==> src/rtl/da2_loop_sequencer.sv <==
// Control-loop sample sequencer: tick generation, PI start/done handshake and PMOD DA2 frame output.
// Optional watchdog on the PI handshake is built when DA2_WATCHDOG_EN is defined.
module da2_loop_sequencer #(
    parameter int SAMPLE_DIV = 5000,
    parameter int SCLK_HALF  = 2,
    parameter int TIMEOUT    = 1024
) (
    input  logic        clk,
    input  logic        reset,
    input  logic        enable,
    output logic        pi_start,
    input  logic        pi_done,
    input  logic [15:0] sat_data,
    output logic        sync_n,
    output logic        sclk,
    output logic        dina,
    output logic        busy,
    output logic        overrun,
    output logic        fault
);

    localparam int DIV_W = $clog2(SAMPLE_DIV);
    localparam int SUB_W = ($clog2(2 * SCLK_HALF) < 1) ? 1 : $clog2(2 * SCLK_HALF);

    localparam logic [DIV_W-1:0] DIV_LAST    = DIV_W'(SAMPLE_DIV - 1);
    localparam logic [SUB_W-1:0] SETTLE_LAST = SUB_W'(1);
    localparam logic [SUB_W-1:0] HALF_LAST   = SUB_W'(SCLK_HALF - 1);
    localparam logic [SUB_W-1:0] GAP_LAST    = SUB_W'(2 * SCLK_HALF - 1);

    typedef enum logic [2:0] {
        ST_IDLE      = 3'd0,
        ST_START     = 3'd1,
        ST_WAIT_DONE = 3'd2,
        ST_SETTLE    = 3'd3,
        ST_SHIFT     = 3'd4,
        ST_GAP       = 3'd5
    } state_t;

    state_t             state_r, state_nxt_s;
    logic [DIV_W-1:0]   div_r;
    logic [SUB_W-1:0]   sub_r, sub_nxt_s;
    logic [4:0]         ph_r, ph_nxt_s;
    logic [15:0]        frame_r, frame_nxt_s;
    logic               tick_s;
    logic               wd_expire_s;
    logic               pi_start_r, sync_n_r, sclk_r, dina_r, busy_r, overrun_r;
    logic               pi_start_nxt_s, sync_n_nxt_s, sclk_nxt_s, dina_nxt_s, busy_nxt_s, overrun_nxt_s;

    // Out-of-range saturator codes are pinned to full scale.
    function automatic logic [11:0] clip_code(input logic [15:0] d);
        return (d[15:12] != 4'd0) ? 12'hFFF : d[11:0];
    endfunction

    assign tick_s = enable && (div_r == DIV_LAST);

    // Sample-period counter, parked at zero while disabled.
    always_ff @(posedge clk or posedge reset) begin
        if (reset) begin
            div_r <= '0;
        end else if (!enable || (div_r == DIV_LAST)) begin
            div_r <= '0;
        end else begin
            div_r <= div_r + {{(DIV_W-1){1'b0}}, 1'b1};
        end
    end

`ifdef DA2_WATCHDOG_EN
    localparam int WD_W = $clog2(TIMEOUT + 1);
    localparam logic [WD_W-1:0] WD_LAST = WD_W'(TIMEOUT - 1);

    logic [WD_W-1:0] wd_r;
    logic            fault_r;

    // Cycles elapsed since pi_start; only meaningful in WAIT_DONE.
    always_ff @(posedge clk or posedge reset) begin
        if (reset) begin
            wd_r <= '0;
        end else if (state_r == ST_START) begin
            wd_r <= {{(WD_W-1){1'b0}}, 1'b1};
        end else if (state_r == ST_WAIT_DONE) begin
            wd_r <= wd_r + {{(WD_W-1){1'b0}}, 1'b1};
        end else begin
            wd_r <= '0;
        end
    end

    assign wd_expire_s = (state_r == ST_WAIT_DONE) && !pi_done && (wd_r == WD_LAST);

    // Sticky watchdog flag.
    always_ff @(posedge clk or posedge reset) begin
        if (reset) begin
            fault_r <= 1'b0;
        end else begin
            fault_r <= fault_r | wd_expire_s;
        end
    end

    assign fault = fault_r;
`else
    assign wd_expire_s = 1'b0;
    assign fault       = 1'b0;
`endif

    // State and sequencing counters.
    always_ff @(posedge clk or posedge reset) begin
        if (reset) begin
            state_r <= ST_IDLE;
            sub_r   <= '0;
            ph_r    <= 5'd0;
            frame_r <= 16'h0000;
        end else begin
            state_r <= state_nxt_s;
            sub_r   <= sub_nxt_s;
            ph_r    <= ph_nxt_s;
            frame_r <= frame_nxt_s;
        end
    end

    // Next-state logic; ph counts SCLK half-periods, even = high, odd = low.
    always_comb begin
        state_nxt_s = state_r;
        sub_nxt_s   = sub_r;
        ph_nxt_s    = ph_r;
        case (state_r)
            ST_IDLE: begin
                sub_nxt_s   = '0;
                ph_nxt_s    = 5'd0;
                state_nxt_s = tick_s ? ST_START : ST_IDLE;
            end
            ST_START: begin
                state_nxt_s = ST_WAIT_DONE;
            end
            ST_WAIT_DONE: begin
                sub_nxt_s = '0;
                if (pi_done) begin
                    state_nxt_s = ST_SETTLE;
                end else if (wd_expire_s) begin
                    state_nxt_s = ST_IDLE;
                end else begin
                    state_nxt_s = ST_WAIT_DONE;
                end
            end
            ST_SETTLE: begin
                if (sub_r == SETTLE_LAST) begin
                    state_nxt_s = ST_SHIFT;
                    sub_nxt_s   = '0;
                    ph_nxt_s    = 5'd0;
                end else begin
                    sub_nxt_s = sub_r + {{(SUB_W-1){1'b0}}, 1'b1};
                end
            end
            ST_SHIFT: begin
                if (sub_r == HALF_LAST) begin
                    sub_nxt_s = '0;
                    if (ph_r == 5'd31) begin
                        state_nxt_s = ST_GAP;
                        ph_nxt_s    = 5'd0;
                    end else begin
                        ph_nxt_s = ph_r + 5'd1;
                    end
                end else begin
                    sub_nxt_s = sub_r + {{(SUB_W-1){1'b0}}, 1'b1};
                end
            end
            ST_GAP: begin
                if (sub_r == GAP_LAST) begin
                    state_nxt_s = ST_IDLE;
                    sub_nxt_s   = '0;
                end else begin
                    sub_nxt_s = sub_r + {{(SUB_W-1){1'b0}}, 1'b1};
                end
            end
            default: begin
                state_nxt_s = ST_IDLE;
                sub_nxt_s   = '0;
                ph_nxt_s    = 5'd0;
            end
        endcase
    end

    // Output next-values, decoded from the upcoming state so the pins come straight off flops.
    always_comb begin
        frame_nxt_s = frame_r;
        if ((state_r == ST_SETTLE) && (sub_r == SETTLE_LAST)) begin
            frame_nxt_s = {4'b0000, clip_code(sat_data)};
        end else begin
            frame_nxt_s = frame_r;
        end
        pi_start_nxt_s = (state_nxt_s == ST_START);
        busy_nxt_s     = (state_nxt_s != ST_IDLE);
        sync_n_nxt_s   = (state_nxt_s != ST_SHIFT);
        sclk_nxt_s     = (state_nxt_s == ST_SHIFT) ? ~ph_nxt_s[0] : 1'b1;
        dina_nxt_s     = (state_nxt_s == ST_SHIFT) ? frame_nxt_s[4'd15 - ph_nxt_s[4:1]] : 1'b0;
        overrun_nxt_s  = overrun_r | (tick_s && (state_r != ST_IDLE));
    end

    // Registered outputs.
    always_ff @(posedge clk or posedge reset) begin
        if (reset) begin
            pi_start_r <= 1'b0;
            sync_n_r   <= 1'b1;
            sclk_r     <= 1'b1;
            dina_r     <= 1'b0;
            busy_r     <= 1'b0;
            overrun_r  <= 1'b0;
        end else begin
            pi_start_r <= pi_start_nxt_s;
            sync_n_r   <= sync_n_nxt_s;
            sclk_r     <= sclk_nxt_s;
            dina_r     <= dina_nxt_s;
            busy_r     <= busy_nxt_s;
            overrun_r  <= overrun_nxt_s;
        end
    end

    assign pi_start = pi_start_r;
    assign sync_n   = sync_n_r;
    assign sclk     = sclk_r;
    assign dina     = dina_r;
    assign busy     = busy_r;
    assign overrun  = overrun_r;

endmodule

==> config.mk <==
export PLATFORM = sky130hd
export DESIGN_NAME = da2_loop_sequencer
export DESIGN_NICKNAME = d
export VERILOG_FILES = /design/src/rtl/da2_loop_sequencer.sv
export SDC_FILE = /design/constraint.sdc
export NUM_CORES = 1
export LEC_CHECK = 0
export ABC_AREA = 1
export CAP_MARGIN = 40
export CORE_ASPECT_RATIO = 2
export CORE_MARGIN = 2
export CORE_UTILIZATION = 58
export CTS_BUF_LIST = sky130_fd_sc_hd__clkbuf_4 sky130_fd_sc_hd__clkbuf_8
export CTS_CLUSTER_SIZE = 10
export DETAILED_ROUTE_END_ITERATION = 8
export GPL_TIMING_DRIVEN = 0
export PLACE_DENSITY = 0.82
export SLEW_MARGIN = 10
export SYNTH_ARGS = -nofsm -noshare
export SYNTH_HDL_FRONTEND = slang
export SYNTH_SLANG_ARGS = --single-unit
==> constraint.sdc <==
create_clock -name clk -period 2.5 [get_ports clk]
set_input_delay 0.375 -clock clk [delete_from_list [all_inputs] [get_ports clk]]
set_output_delay 0.375 -clock clk [all_outputs]
set_load 0.05 [all_outputs]
==> results of run 1 <==
[worst max path at each step]
| stage | to | slack (ns) | depth (start not counted) |
|---|---|---|---|
| final | dina | 0.41 | 11 |
| after detailed placement | dina | 0.35 | 11 |
| after global routing | dina | 0.26 | 13 |
| after floorplan | dina | 0.73 | 14 |
| after global placement | frame_r[0] | 0.20 | 2 |
| after CTS | dina | 0.47 | 13 |
[registers in the layout, summed over array words and instances, names as in the netlist]
register / cells
frame_r: 16
div_r: 13
ph_r: 5
state_r: 3
sub_r: 2
busy: 1
dina: 1
overrun: 1
pi_start: 1
sclk: 1
sync_n: 1
[cells by family after synthesis]
| family | count (synthesis) |
|---|---|
| AND/OR/NAND/NOR | 160 |
| other | 1 |
| buffers and inverters | 57 |
| AO/OA/AOI/OAI | 33 |
| adder cells (fa/ha/maj) | 6 |
| XOR/XNOR | 2 |
| flip-flops | 45 |
[stage by stage]
| step | total power, mW | cell area, um2 | hold WS, ns | cells |
|---|---|---|---|---|
| 6_report | 2.03 | 2860 | 0.304 | 390 |
| 5_1_grt | 2.15 | 2860 | 0.309 | 390 |
| 2_1_floorplan | 1.38 | 2420 | 0.431 | 304 |
| 3_3_place_gp | 1.53 | 2740 | 0.445 | 381 |
| 3_5_place_dp | 1.56 | 2760 | 0.448 | 382 |
| 4_1_cts | 2.03 | 2860 | 0.303 | 390 |
[per-layer routing]
metal	global-route usage (%)	up-vias	wire length (um)
li1	-	1024	-
met1	23.8	957	1970
met2	43.9	39	2750
met3	4.08	13	126
met4	12.0	0	142
met5	0	-	0
[layout make-up]
type                            instances  area (um2)  share of cell area (%)
Buffer                                  5        32.5                    1.14
Clock buffer                            8        97.6                    3.42
Inverter                               52         195                    6.84
Multi-Input combinational cell        202        1070                    37.3
Sequential cell                        45        1130                    39.5
Tap cell                               52        65.1                    2.28
Timing Repair Buffer                   26         270                    9.47
[report_power, final]
| part | switching [mW] | internal (mW) | leakage [nW] |
|---|---|---|---|
| clock | 0.232 | 0.247 | 0.0523 |
| sequential | 0.0684 | 0.842 | 0.564 |
| combinational | 0.409 | 0.231 | 0.822 |
| total | 0.710 | 1.32 | 1.44 |
[worst max-delay path, cell delays in order, from the launching register on]
cell and delay (ns):
dfrtp_1 0.40, inv_1 0.08, ha_1 0.13, buf_2 0.19
inv_2 0.10, nand2_1 0.13, o21ai_0 0.12, a311oi_1 0.31
nand2_1 0.14, nor2_1 0.24, nand2_1 0.09, nor2_1 0.08
[cells in the mapped netlist (all sizes together)]
master | instances | area, um2
a21boi | 1 | 11.3
a21oi | 15 | 86.3
a311oi | 1 | 8.76
buf | 4 | 28.8
clkbuf | 1 | 3.75
conb | 1 | 3.75
dfrtp | 43 | 1080
dfstp | 2 | 52.6
ha | 6 | 75.1
inv | 52 | 195
nand2 | 78 | 305
nand3 | 20 | 118
nand3b | 5 | 37.5
nand4 | 6 | 43.8
nor2 | 36 | 150
nor3 | 6 | 30.0
nor3b | 6 | 45.0
nor4 | 3 | 25.0
o211ai | 2 | 15.0
o21a | 7 | 52.6
o21ai | 5 | 25.0
o21bai | 1 | 7.51
o221ai | 1 | 8.76
xnor2 | 1 | 8.76
xor2 | 1 | 8.76
==> results.md, run 1 <==
* Status: finished clean
* Drt pass-1 iters at 4
* Number of global-route vias before repair at 1,988
* Detailed-route via count at 2,033
* Cells on worst reg2reg path at 11
* XOR/XNOR share of the synthesized area at 0.723%
* FF-to-FF Start: sub_r[1]
* Cell Rows at 33
* I/O pin total at 27
* Syn_area_per_cell at 7.97 um2
* Multiplexer share of the synthesized area at 0%
* Synthesized-area fraction occupied by adder cells at under 10%
* Final period util at 83.7%
* Drt drc at 0
* Crit path max fanout at 9
* Relative slew slack at 66.4%
* Flops & latches, synth at 45
* Post-Syn Nets at 330
* Initial antenna violation count at 0
* Capturing point of the worst reg2reg path: dina
* Leak Pwr at around 1.4 nW
* P per Cell Area at 711 nW/um2
* First-pass GRT wire length at 8400 um
* Sequential-to-total area share from yosys stat at 46.6%
* HPWL Detailed at roughly 3800 um
* RD Place Congestion at between 0.8 and 0.9
* Synth warnings at 0
* Cts repair resizes at 0
* CTS root buf: clkbuf_8
* Max_cap viols at 0
* Critical path arrival at 2.32 ns
* Util after Layout at between 70% and 80%
* Post-synthesis simple-gate area fraction at 31.1%
* Post-synthesis instance area at 2420 um2
* Synthesized instance count at around 300
* Post-route ant nets at 0
* Vias per cell at 5.21
* Core ar. at 4050 um2
* Pre-CTS WS at 0.347 ns
* Clock Latency Late Sink at around 0.30 ns
* Post-CTS Setup Inserts at 0
* Main combinational cell family by area after synthesis: simple AND/OR/NAND/NOR gates
* Post-route setup slack at 0.408 ns
* Most common cell after layout, fill and taps aside: nand2_1
* GRT Total Usage at between 20% and 30%
* Setup crit start kind: register
* Ant diodes at 0
* Reg2reg setup slack at 0.41 ns
* Area growth syn-to-layout at 17.9%
* Gr ovfl total at 0
* Cts hold-fix bufs at 0
* Max-slew violation count at 0
* Die width at 49.7 um
* WL final at 4980 um
* Initial core utilization at between 50% and 60%
* CP Class: register to register
* Die area at 4740 um2
* CTS tree: built
* Max Buffers Root-to-Sink at 2
* Clock skew at roughly 0.009 ns
* Synth cell types at 35
* Largest net degree at the start of global routing at 39
* Final nets at roughly 360
* Layout cells sized above 1 at 13.3%
* Clock sinks at between 40 and 50
* Worst VDD drop at about 0.73 mV
* Clock-pin slew on the worst setup and hold paths at approximately 0.08 ns
* Final hold viol count at 0
* Layout fillers at 354
* CP Capture Type: register
* Crit path time final at 2.09 ns
* CP required at 2.73 ns
* CTS buffer count at 5
* H-tree Lvls at 2
* Worst Tran Pin Value at 0.503 ns
* Synth Area in Compound Gates at 8.88%
* Setup repair after global routing missed its margin: false
* Setup_tns at 0 ns
* Crit path launch: sub_r[1]
* Most frequent cells in the layout: nand2_1 (73), dfrtp_1 (43), inv_1 (37)
* Max Freq at 478 MHz
* Wire per inst at 12.8 um
* DR iter-0 viols at 34
* IO buf count at 25
* Die Y at 95.4 um
* Hold WC Path Type: input port to asynchronous set/reset pin
* # setup viols final at 0
(Power assumes the default switching activity.)
==> inputs of run 2 (changes only) <==
==> constraint.sdc (replaced) <==
create_clock -name clk -period 2 [get_ports clk]
set_input_delay 0.3 -clock clk [delete_from_list [all_inputs] [get_ports clk]]
set_output_delay 0.3 -clock clk [all_outputs]
set_load 0.05 [all_outputs]
==> run 2 against run 1 <==
  * Fmax grew 8.3%
  * Critical endpoint unchanged
  * First-iteration DRC count did not move
  * Hold slack worse by 0.079 ns
  * Count of clock-buffer cells in the layout did not move
  * Via count is 3.8% higher
  * Utilization increased by 4.0 points
  * Final cell count is 2.3% higher
  * Register-to-register slack worse by 0.34 ns
  * Global-route usage barely moved
  * Total power is 32% higher
==> results.md, run 2 (synthesis gave the netlist of run 1 again) <==
* Status: finished clean
* Setup_tns at 0 ns
* DR iter-0 viols at 34
* GRT Total Usage at 23.3%
* P per Cell Area at 892 nW/um2
* Max Buffers Root-to-Sink at 2
* Cts hold-fix bufs at 0
* Largest net degree at the start of global routing at 39
* Final nets at 372
* CP top delay family: simple AND/OR/NAND/NOR gates
* WP buf/inv at 3
* Drt pass-1 iters at 5
* Total chip power at between 2 and 3 mW
* CP Capture Type: register
* Ant diodes at 0
* Detailed-route via count at 2,111
* Most common cell after layout, fill and taps aside: nand2_1
* Relative slew slack at 64.8%
* Max Freq at 518 MHz
* Reg2reg setup slack at between 0.06 and 0.07 ns
* Max_cap viols at 0
* Hold WC Path Type: input port to asynchronous set/reset pin
* Area post-placement at 2760 um2
* CP peak stage delay at 0.41 ns
* Gr ovfl total at 0
* Setup crit start kind: register
* Wire per inst at 13.3 um
* Max reg flops at 16
* WL final at around 5300 um
* Top layer reached by signal wires: met4
* Die Y at 95.4 um
* Crit-path most repeated cell: nand2_1
* Metal3 WL at 132 um
* Util after Layout at approximately three quarters
* Clock Latency Late Sink at 0.30 ns
* Clock skew at 0.00781 ns
* Die width at 49.7 um
* Vias per cell at approximately 5.3
* Met2 Routed Length at between 2000 and 3000 um
* # setup viols final at 0
* Final hold viol count at 0
* CTS root buf: clkbuf_8
* Layout cells sized above 1 at 20.7%
* Critical-path cell list: inv_2, ha_2, buf_6, inv_4, nand2_2, o21ai_1, a311oi_1, nand2_1, nor2_4, nand2_1, nor2_1
* Final period util at 96.5%
* Worst Tran Pin Value at 0.524 ns
* DP Cell Count at 382
* IO buf count at 25
* CP Class: register to register
* Crit path depth at 11
* Final cell count without fillers at 399
* Die area at ~4700 um2
* CTS tree: built
* Drt drc at 0
* H-tree Lvls at 2
* Most flops, register: frame_r
* Slowest cell on crit path: dfrtp_1
* Capturing point of the worst reg2reg path: dina
* CTS buffer count at 5
* Area growth syn-to-layout at 24.6%
* Post-route ant nets at 0
* Initial antenna violation count at 0
* Cells on worst reg2reg path at 11
* FF-to-FF Start: sub_r[1]
* Met1 wire length at approximately 2100 um
* Top Registers: frame_r: 16 flops, div_r: 13 flops, ph_r: 5 flops
* RD Place Congestion at 0.895
* Max-slew violation count at 0
* HPWL Detailed at 3760 um
* Worst VDD drop at around 0.96 mV
* Crit path max fanout at 7
* Initial core utilization at 59.9%
* Number of global-route vias before repair at 1,990
* Cell Rows at 33
* Clock-pin slew on the worst setup and hold paths at ~0.080 ns
* Clock sinks at 45
* CP required at 2.23 ns
* Critical path arrival at 2.16 ns
* Leak Pwr at 1.49 nW
* First-pass GRT wire length at 8400 um
* Crit path time final at approximately 1.9 ns
* Crit path launch: sub_r[1]
* I/O pin total at 27
* Most frequent cells in the layout: nand2_1 (68), dfrtp_1 (42), inv_1 (35)
* Final instance area at roughly 3000 um2
* Core ar. at 4050 um2
[run 2: cell types whose count changed in the layout (fill, tap and decap cells not counted), sizes merged]
| cell | before | now |
|---|---|---|
| buf | 5 | 14 |
[run 2: worst max path at each step]
stage,end
floorplan,dina
detailed placement,dina
CTS,dina
finish,dina
global route,dina
global placement,frame_r[0]
[run 2: final cells by class]
cell class                      count  area [um2]
Fill cell                         326        1030
Sequential cell                    45        1130
Clock buffer                        8        97.6
Tap cell                           52        65.1
Multi-Input combinational cell    202        1140
Buffer                              5        45.0
Timing Repair Buffer               35         338
Inverter                           52         198
[run 2: routing by layer]
| metal | global-route usage (%) | vias to the layer above |
|---|---|---|
| met4 | 12.0 | 0 |
| met2 | 44.2 | 41 |
| met5 | 0 | - |
| met3 | 4.08 | 20 |
| met1 | 23.6 | 1008 |
| li1 | - | 1042 |
[run 2: worst reg2reg max path: stages (launching register included)]
cell,delay [ns]
dfrtp_1,0.41
inv_2,0.07
ha_2,0.16
buf_6,0.13
inv_4,0.06
nand2_2,0.08
o21ai_1,0.07
a311oi_1,0.37
nand2_1,0.19
nor2_4,0.17
nand2_1,0.06
nor2_1,0.09
[run 2: metrics by stage]
step / hold WS, ns / worst slack [ns]
after detailed placement: 0.448 / -0.0776
after floorplan: 0.431 / 0.226
after global placement: 0.445 / -0.228
after global routing: 0.234 / -0.0440
after CTS: 0.228 / 0.00751
final: 0.225 / 0.0692
[run 2: timing repair]
| item | 4_1_cts | 5_1_grt |
|---|---|---|
| pin swaps | 0 | 14 |
| setup endpoints to repair | 1 | 2 |
| setup buffers | 0 | 9 |
| resized for setup | 3 | 28 |
[run 2: where the power goes]
part	switching (mW)	internal, mW
combinational	0.578	0.369
clock	0.293	0.309
sequential	0.0894	1.05
